[config.mk]
export PLATFORM = sky130hd
export DESIGN_NAME = lmsm_sequencer_flat
export DESIGN_NICKNAME = d
export VERILOG_FILES = /design/src/rtl/lmsm_pkg.sv /design/src/rtl/lmsm_sequencer_if.sv /design/src/rtl/lmsm_prio_enc.sv /design/src/rtl/lmsm_sequencer.sv /design/src/flat_wrapper.sv
export SDC_FILE = /design/constraint.sdc
export NUM_CORES = 1
export LEC_CHECK = 0
export ABC_AREA = 1
export CORE_UTILIZATION = 54
export DETAILED_ROUTE_END_ITERATION = 16
export PLACE_DENSITY = 0.86
export SKIP_CTS_REPAIR_TIMING = 1
export SLEW_MARGIN = 25
export SYNTH_ARGS = -nofsm -noshare
export SYNTH_HDL_FRONTEND = slang
export SYNTH_SLANG_ARGS = --single-unit
[constraint.sdc]
create_clock -name clk -period 5.9 [get_ports clk]
set_clock_uncertainty 0.1 [all_clocks]
set_input_delay 1.475 -clock clk [delete_from_list [all_inputs] [get_ports clk]]
set_output_delay 1.475 -clock clk [all_outputs]
set_load 0.005 [all_outputs]
[src/rtl/lmsm_pkg.sv]
// Shared constants, state type and rank helper for the LM/SM sequencer.
package lmsm_pkg;

    localparam int unsigned NREG = 8;
    localparam int unsigned OFFW = 6;
    localparam int unsigned RW   = $clog2(NREG);

    localparam logic [3:0] OP_LW = 4'b0100;
    localparam logic [3:0] OP_SW = 4'b0101;
    localparam logic [3:0] OP_LM = 4'b0110;
    localparam logic [3:0] OP_SM = 4'b0111;

    typedef enum logic {S_IDLE, S_SEQ} state_t;

    // Number of set bits of m strictly below position idx (the transfer's address offset).
    function automatic logic [RW:0] rank_below(input logic [NREG-1:0] m, input logic [RW-1:0] idx);
        logic [RW:0] n;
        n = '0;
        for (int unsigned j = 0; j < NREG; j++) begin
            if (m[j] && (j < 32'(idx))) n = n + (RW+1)'(1);
        end
        return n;
    endfunction

endpackage

[src/rtl/lmsm_sequencer_if.sv]
// Instruction path between IF/ID register, sequencer and decoder.
interface lmsm_sequencer_if;

    logic [15:0] ir_in;
    logic        ir_valid;
    logic        hold;
    logic        flush;
    logic [15:0] ir_out;
    logic        ir_out_valid;
    logic        stall_if;
    logic        busy;

    modport master (
        output ir_in, ir_valid, hold, flush,
        input  ir_out, ir_out_valid, stall_if, busy
    );

    modport slave (
        input  ir_in, ir_valid, hold, flush,
        output ir_out, ir_out_valid, stall_if, busy
    );

endinterface

[src/rtl/lmsm_prio_enc.sv]
// Lowest-set-bit encoder; bits in excl_i are chosen only once nothing else is left.
module lmsm_prio_enc
    import lmsm_pkg::*;
(
    input  logic [NREG-1:0] vec_i,
    input  logic [NREG-1:0] excl_i,
    output logic [RW-1:0]   idx_o,
    output logic            valid_o
);

    logic [NREG-1:0] pref;
    logic [NREG-1:0] pick;
    logic            found;

    always_comb begin
        pref    = vec_i & ~excl_i;
        pick    = (|pref) ? pref : vec_i;
        idx_o   = '0;
        found   = 1'b0;
        for (int unsigned i = 0; i < NREG; i++) begin
            if (pick[i] && !found) begin
                idx_o = RW'(i);
                found = 1'b1;
            end
        end
        valid_o = |vec_i;
    end

endmodule

[src/rtl/lmsm_sequencer.sv]
// Expands LM/SM into one LW/SW micro-op per selected register, stalling fetch meanwhile.
// Optional macro LMSM_BASE_LAST_EN: LM with its base register in the mask loads the base last.
module lmsm_sequencer
    import lmsm_pkg::*;
(
    input  logic             clk,
    input  logic             rst,
    lmsm_sequencer_if.slave  bus
);

    state_t          state_q;
    logic [RW-1:0]   ra_q;
    logic            lm_q;
    logic [NREG-1:0] orig_q;
    logic [NREG-1:0] pend_q;
    logic [15:0]     ir_out_q;
    logic            ir_out_valid_q;

    logic            idle;
    logic [3:0]      in_op;
    logic            in_lmsm;
    logic [NREG-1:0] src_vec;
    logic [NREG-1:0] src_orig;
    logic [RW-1:0]   src_ra;
    logic            src_lm;
    logic [NREG-1:0] excl;
    logic [RW-1:0]   enc_idx;
    logic            enc_valid;
    logic            accept;
    logic [15:0]     uop_d;
    logic [NREG-1:0] pend_d;

    // In IDLE the encoder looks at the incoming instruction so the first micro-op is ready at the accept edge.
    always_comb begin
        idle     = (state_q == S_IDLE);
        in_op    = bus.ir_in[15:12];
        in_lmsm  = (in_op == OP_LM) || (in_op == OP_SM);
        src_vec  = idle ? bus.ir_in[7:0]   : pend_q;
        src_orig = idle ? bus.ir_in[7:0]   : orig_q;
        src_ra   = idle ? bus.ir_in[11:9]  : ra_q;
        src_lm   = idle ? (in_op == OP_LM) : lm_q;
`ifdef LMSM_BASE_LAST_EN
        excl     = src_lm ? (NREG'(1) << src_ra) : '0;
`else
        excl     = '0;
`endif
    end

    lmsm_prio_enc u_enc (
        .vec_i   (src_vec),
        .excl_i  (excl),
        .idx_o   (enc_idx),
        .valid_o (enc_valid)
    );

    always_comb begin
        uop_d  = {(src_lm ? OP_LW : OP_SW), enc_idx, src_ra, OFFW'(rank_below(src_orig, enc_idx))};
        pend_d = src_vec & ~(NREG'(1) << enc_idx);
        accept = idle && bus.ir_valid && in_lmsm && enc_valid && !bus.hold && !bus.flush;
    end

    // Outputs are pass-through in IDLE, registered in SEQ, and forced to zero while reset is held.
    always_comb begin
        bus.ir_out       = '0;
        bus.ir_out_valid = 1'b0;
        bus.stall_if     = 1'b0;
        bus.busy         = 1'b0;
        if (!rst) begin
            if (idle) begin
                bus.ir_out       = bus.ir_in;
                bus.ir_out_valid = bus.ir_valid && !in_lmsm;
                bus.stall_if     = bus.hold || accept;
            end else begin
                bus.ir_out       = ir_out_q;
                bus.ir_out_valid = ir_out_valid_q;
                bus.stall_if     = !bus.flush && (bus.hold || enc_valid);
                bus.busy         = 1'b1;
            end
        end
    end

    always_ff @(posedge clk or posedge rst) begin
        if (rst) begin
            state_q        <= S_IDLE;
            ra_q           <= '0;
            lm_q           <= 1'b0;
            orig_q         <= '0;
            pend_q         <= '0;
            ir_out_q       <= '0;
            ir_out_valid_q <= 1'b0;
        end else if (bus.flush) begin
            state_q        <= S_IDLE;
            pend_q         <= '0;
            ir_out_valid_q <= 1'b0;
        end else if (!bus.hold) begin
            case (state_q)
                S_IDLE: begin
                    if (accept) begin
                        ra_q           <= bus.ir_in[11:9];
                        lm_q           <= (in_op == OP_LM);
                        orig_q         <= bus.ir_in[7:0];
                        pend_q         <= pend_d;
                        ir_out_q       <= uop_d;
                        ir_out_valid_q <= 1'b1;
                        state_q        <= S_SEQ;
                    end
                end
                S_SEQ: begin
                    if (enc_valid) begin
                        ir_out_q <= uop_d;
                        pend_q   <= pend_d;
                    end else begin
                        ir_out_valid_q <= 1'b0;
                        state_q        <= S_IDLE;
                    end
                end
            endcase
        end
    end

endmodule

[src/flat_wrapper.sv]
// flat-port wrapper written by rule: the top's interface ports become plain ports
module lmsm_sequencer_flat import lmsm_pkg::*;
  (clk, rst, bus_ir_in, bus_ir_valid, bus_hold, bus_flush, bus_ir_out, bus_ir_out_valid, bus_stall_if, bus_busy);
  lmsm_sequencer_if bus_i ();
  input  logic clk;
  input  logic rst;
  input wire logic [$bits(bus_i.ir_in)-1:0] bus_ir_in;
  input wire logic [$bits(bus_i.ir_valid)-1:0] bus_ir_valid;
  input wire logic [$bits(bus_i.hold)-1:0] bus_hold;
  input wire logic [$bits(bus_i.flush)-1:0] bus_flush;
  output wire logic [$bits(bus_i.ir_out)-1:0] bus_ir_out;
  output wire logic [$bits(bus_i.ir_out_valid)-1:0] bus_ir_out_valid;
  output wire logic [$bits(bus_i.stall_if)-1:0] bus_stall_if;
  output wire logic [$bits(bus_i.busy)-1:0] bus_busy;
  assign bus_i.ir_in = bus_ir_in;
  assign bus_i.ir_valid = bus_ir_valid;
  assign bus_i.hold = bus_hold;
  assign bus_i.flush = bus_flush;
  assign bus_ir_out = bus_i.ir_out;
  assign bus_ir_out_valid = bus_i.ir_out_valid;
  assign bus_stall_if = bus_i.stall_if;
  assign bus_busy = bus_i.busy;
  lmsm_sequencer u_core (.clk(clk), .rst(rst), .bus(bus_i));
endmodule
==> flow_summary.yaml <==
worst_setup_path:
  ff2ff_path_depth: 26
  cp.required_ps: 5980
  worstSetupPathDepth: 28
  crit_top_cell: "nand2_1"
  crit_type: "in2reg"
  endpoint_kind: "flop"
  r2r_slack_ps: 1050
  path_buf_inv: 5
  reg2reg_to: "u_core.ir_out_q[1]"
  worst_ep_arrival_time_ps: 5740
  startpoint_type: "input pin"
  cp_slowest_cell: "clkdlybuf4s50_1"
  r2r_start: "u_core.state_q"
  worstPathMaxFanout: 6
  cp_top_family: "simple AND/OR/NAND/NOR gates"
  slowest_delay_ps: 470
yosys:
  synth.most_common_cell: "nand2_1"
  yosysTopAreaCell: "dfrtp_1"
  synth_top_cell_area_share: 0.327
  async_reset_ff_frac: 1.00
  ys_types: 35
  synth_area_leaders: "dfrtp_1 33%, nand2_1 16%, inv_1 7.9%, o21ai_0 5.7%, nand3_1 5.3%"
  netlist_instances: 370
  synth_edf_count: 0
  yosys_warnings: 0
  ys_seq_area_frac: 0.327
  ys_ff_latch: 33
  ys.flop_type: "dfrtp_1"
  synth_commonest_cells: "106 x nand2_1, 53 x inv_1, 33 x dfrtp_1"
  synth_area_um2: 2530
  syn_area_per_cell_um2: 6.83
  synth_nets: 398
sta:
  worstMarginPinSlew_ps: 478
  slew_violations: 0
  max_freq_ghz: 0.177
  fin_ws_ps: 239
  fin_tns_setup_ps: 0
  rsz0062_at_grt: "no"
  period_needed_ps: 5660
  setup_violations: 0
  whs_ps: 358
  period_share: 0.960
  slew_headroom: 0.681
  finalHoldViolCount: 0
detailed_routing:
  drc: 0
  routed_wirelength_mm: 6.36
  drt_first_pass_iters: 4
  postRouteAntennaNets: 0
  routedWlPerCell_um: 13.6
  vias_per_cell: 5.24
  via_count: 2449
  drt_iter0_markers: 170
clock_tree:
  numCtsBuffers: 5
  root_buffer: "clkbuf_8"
  cts_buffer_depth: 2
  htreeDepth: 2
  cts_sinks: 33
  clk_latency_ps: 290
  cts.clk_slew.worst_paths_ps: 70
  cts_tree: "built"
pwr:
  p_leak_nw: 1.54
  pwr_density_cell_nw_per_um2: 235
  irDropWorstVdd_mv: 0.164
  power_uw: 727
flow_run:
  drv_cap: 0
hold_path:
  min_to: "u_core.ir_out_q[14]"
  min_path_cells: 2
  min_from: "u_core.ir_out_q[14]"
  hp-class: "reg2reg"
floorplan:
  fp.dieArea_um2: 4960
  ioPinCount: 40
  die_w_um: 70.4
  core_um2: 4410
  fp.dieH_um: 70.4
  initial_utilization: 0.573
  rows: 24
cells_and_area:
  fillCellCount: 347
  nNetsFinal: 442
  syn_to_final_growth_pct: 22.3
  regArea_um2: 826
  final_core_util: 0.701
  drive_above_1_share: 0.142
  multi_input_area_um2: 1430
  antennaDiodeCount: 0
global_route:
  grt_pass1_vias: 2446
  grt_antenna_before_repair: 0
  grt_max_degree: 28
  grt_overflow_total: 0
  grt_first_pass_wirelength_mm: 11.1
  grt_usage: 0.283
placed_design:
  globalplace.congestion: 0.855
  dp_hpwl_mm: 4.82
  numPortBuffers: 39
  pre_cts_ws_ps: -22.0
status:
  status: "complete, no violations"
routing by layer:
metal  GRT usage  up-vias  routed length, µm
met1       0.376     1107               2980
met3      0.0548       11                287
li1            -     1275                  -
met2       0.461       56               2990
met5           0        -                  0
met4      0.0889        0                 99
power by group:
part	internal (mW)	switching [mW]	total, mW
clock network	0.0814	0.0915	0.173
logic	0.107	0.173	0.280
registers	0.261	0.0133	0.274
total	0.449	0.278	0.727
cell type report:
type,count,area share
Clock inverter,3,0.00566
Multi-Input combinational cell,265,0.462
Tap cell,52,0.0210
Clock buffer,5,0.0222
Inverter,61,0.0740
Timing Repair Buffer,48,0.148
Sequential cell,33,0.267
flip-flops by register name (all words and copies together), names as in the netlist:
signal,count
u_core.state_q,1
u_core.ra_q,3
u_core.ir_out_q,12
u_core.lm_q,1
u_core.orig_q,7
u_core.ir_out_valid_q,1
u_core.pend_q,8
stage by stage:
| step | std cells | area (µm²) |
|---|---|---|
| after floorplan | 370 | 2530 |
| after global placement | 459 | 3000 |
| after detailed placement | 459 | 3000 |
| after CTS | 467 | 3090 |
| after global routing | 467 | 3090 |
| final | 467 | 3090 |
worst register-to-register path, delay by kind of cell, from the launching register on:
family / cells / cell delay, ps
and+or+nand+nor: 12 / 1630
AOI/OAI and AO/OA: 4 / 730
DFF: 1 / 390
adders and majority gates: 4 / 1160
buffers and inverters: 6 / 710
cells in the final DEF, fill, tap and decap left out, drive strengths merged, types with 2 or more instances in the layout:
master | Yosys | layout
o41ai | 2 | 2
clkbuf | 8 | 5
a32o | 3 | 3
dfrtp | 33 | 33
clkdlybuf4s50 | 0 | 39
nor2 | 31 | 31
nand3 | 32 | 32
inv | 61 | 61
ha | 7 | 7
o21ai | 34 | 34
nand4 | 5 | 5
clkinv | 0 | 2
a21oi | 8 | 8
nand2 | 123 | 123
o22ai | 10 | 10
buf | 3 | 9
or2 | 3 | 3
kinds of logic (layout without fill, tap and decap cells):
group | count (synthesis) | in the layout | share of synthesized area
adder cells (fa/ha/maj) | 7 | 7 | 0.0346
XOR/XNOR | 1 | 1 | 0.00346
buffers and inverters | 72 | 117 | 0.109
AO/OA/AOI/OAI | 62 | 62 | 0.152
flip-flops | 33 | 33 | 0.327
AND/OR/NAND/NOR | 195 | 195 | 0.374
worst max path at each step:
stage	endpoint	start
2_1_floorplan	u_core.ir_out_q[1]	bus_ir_in[6]
3_3_place_gp	u_core.ir_out_q[1]	bus_ir_in[3]
3_5_place_dp	u_core.ir_out_q[1]	bus_ir_in[3]
4_1_cts	u_core.ir_out_q[1]	bus_ir_in[3]
5_1_grt	u_core.ir_out_q[1]	bus_ir_in[0]
6_report	u_core.ir_out_q[1]	bus_ir_in[3]
Power figures use the tool's default switching activity.
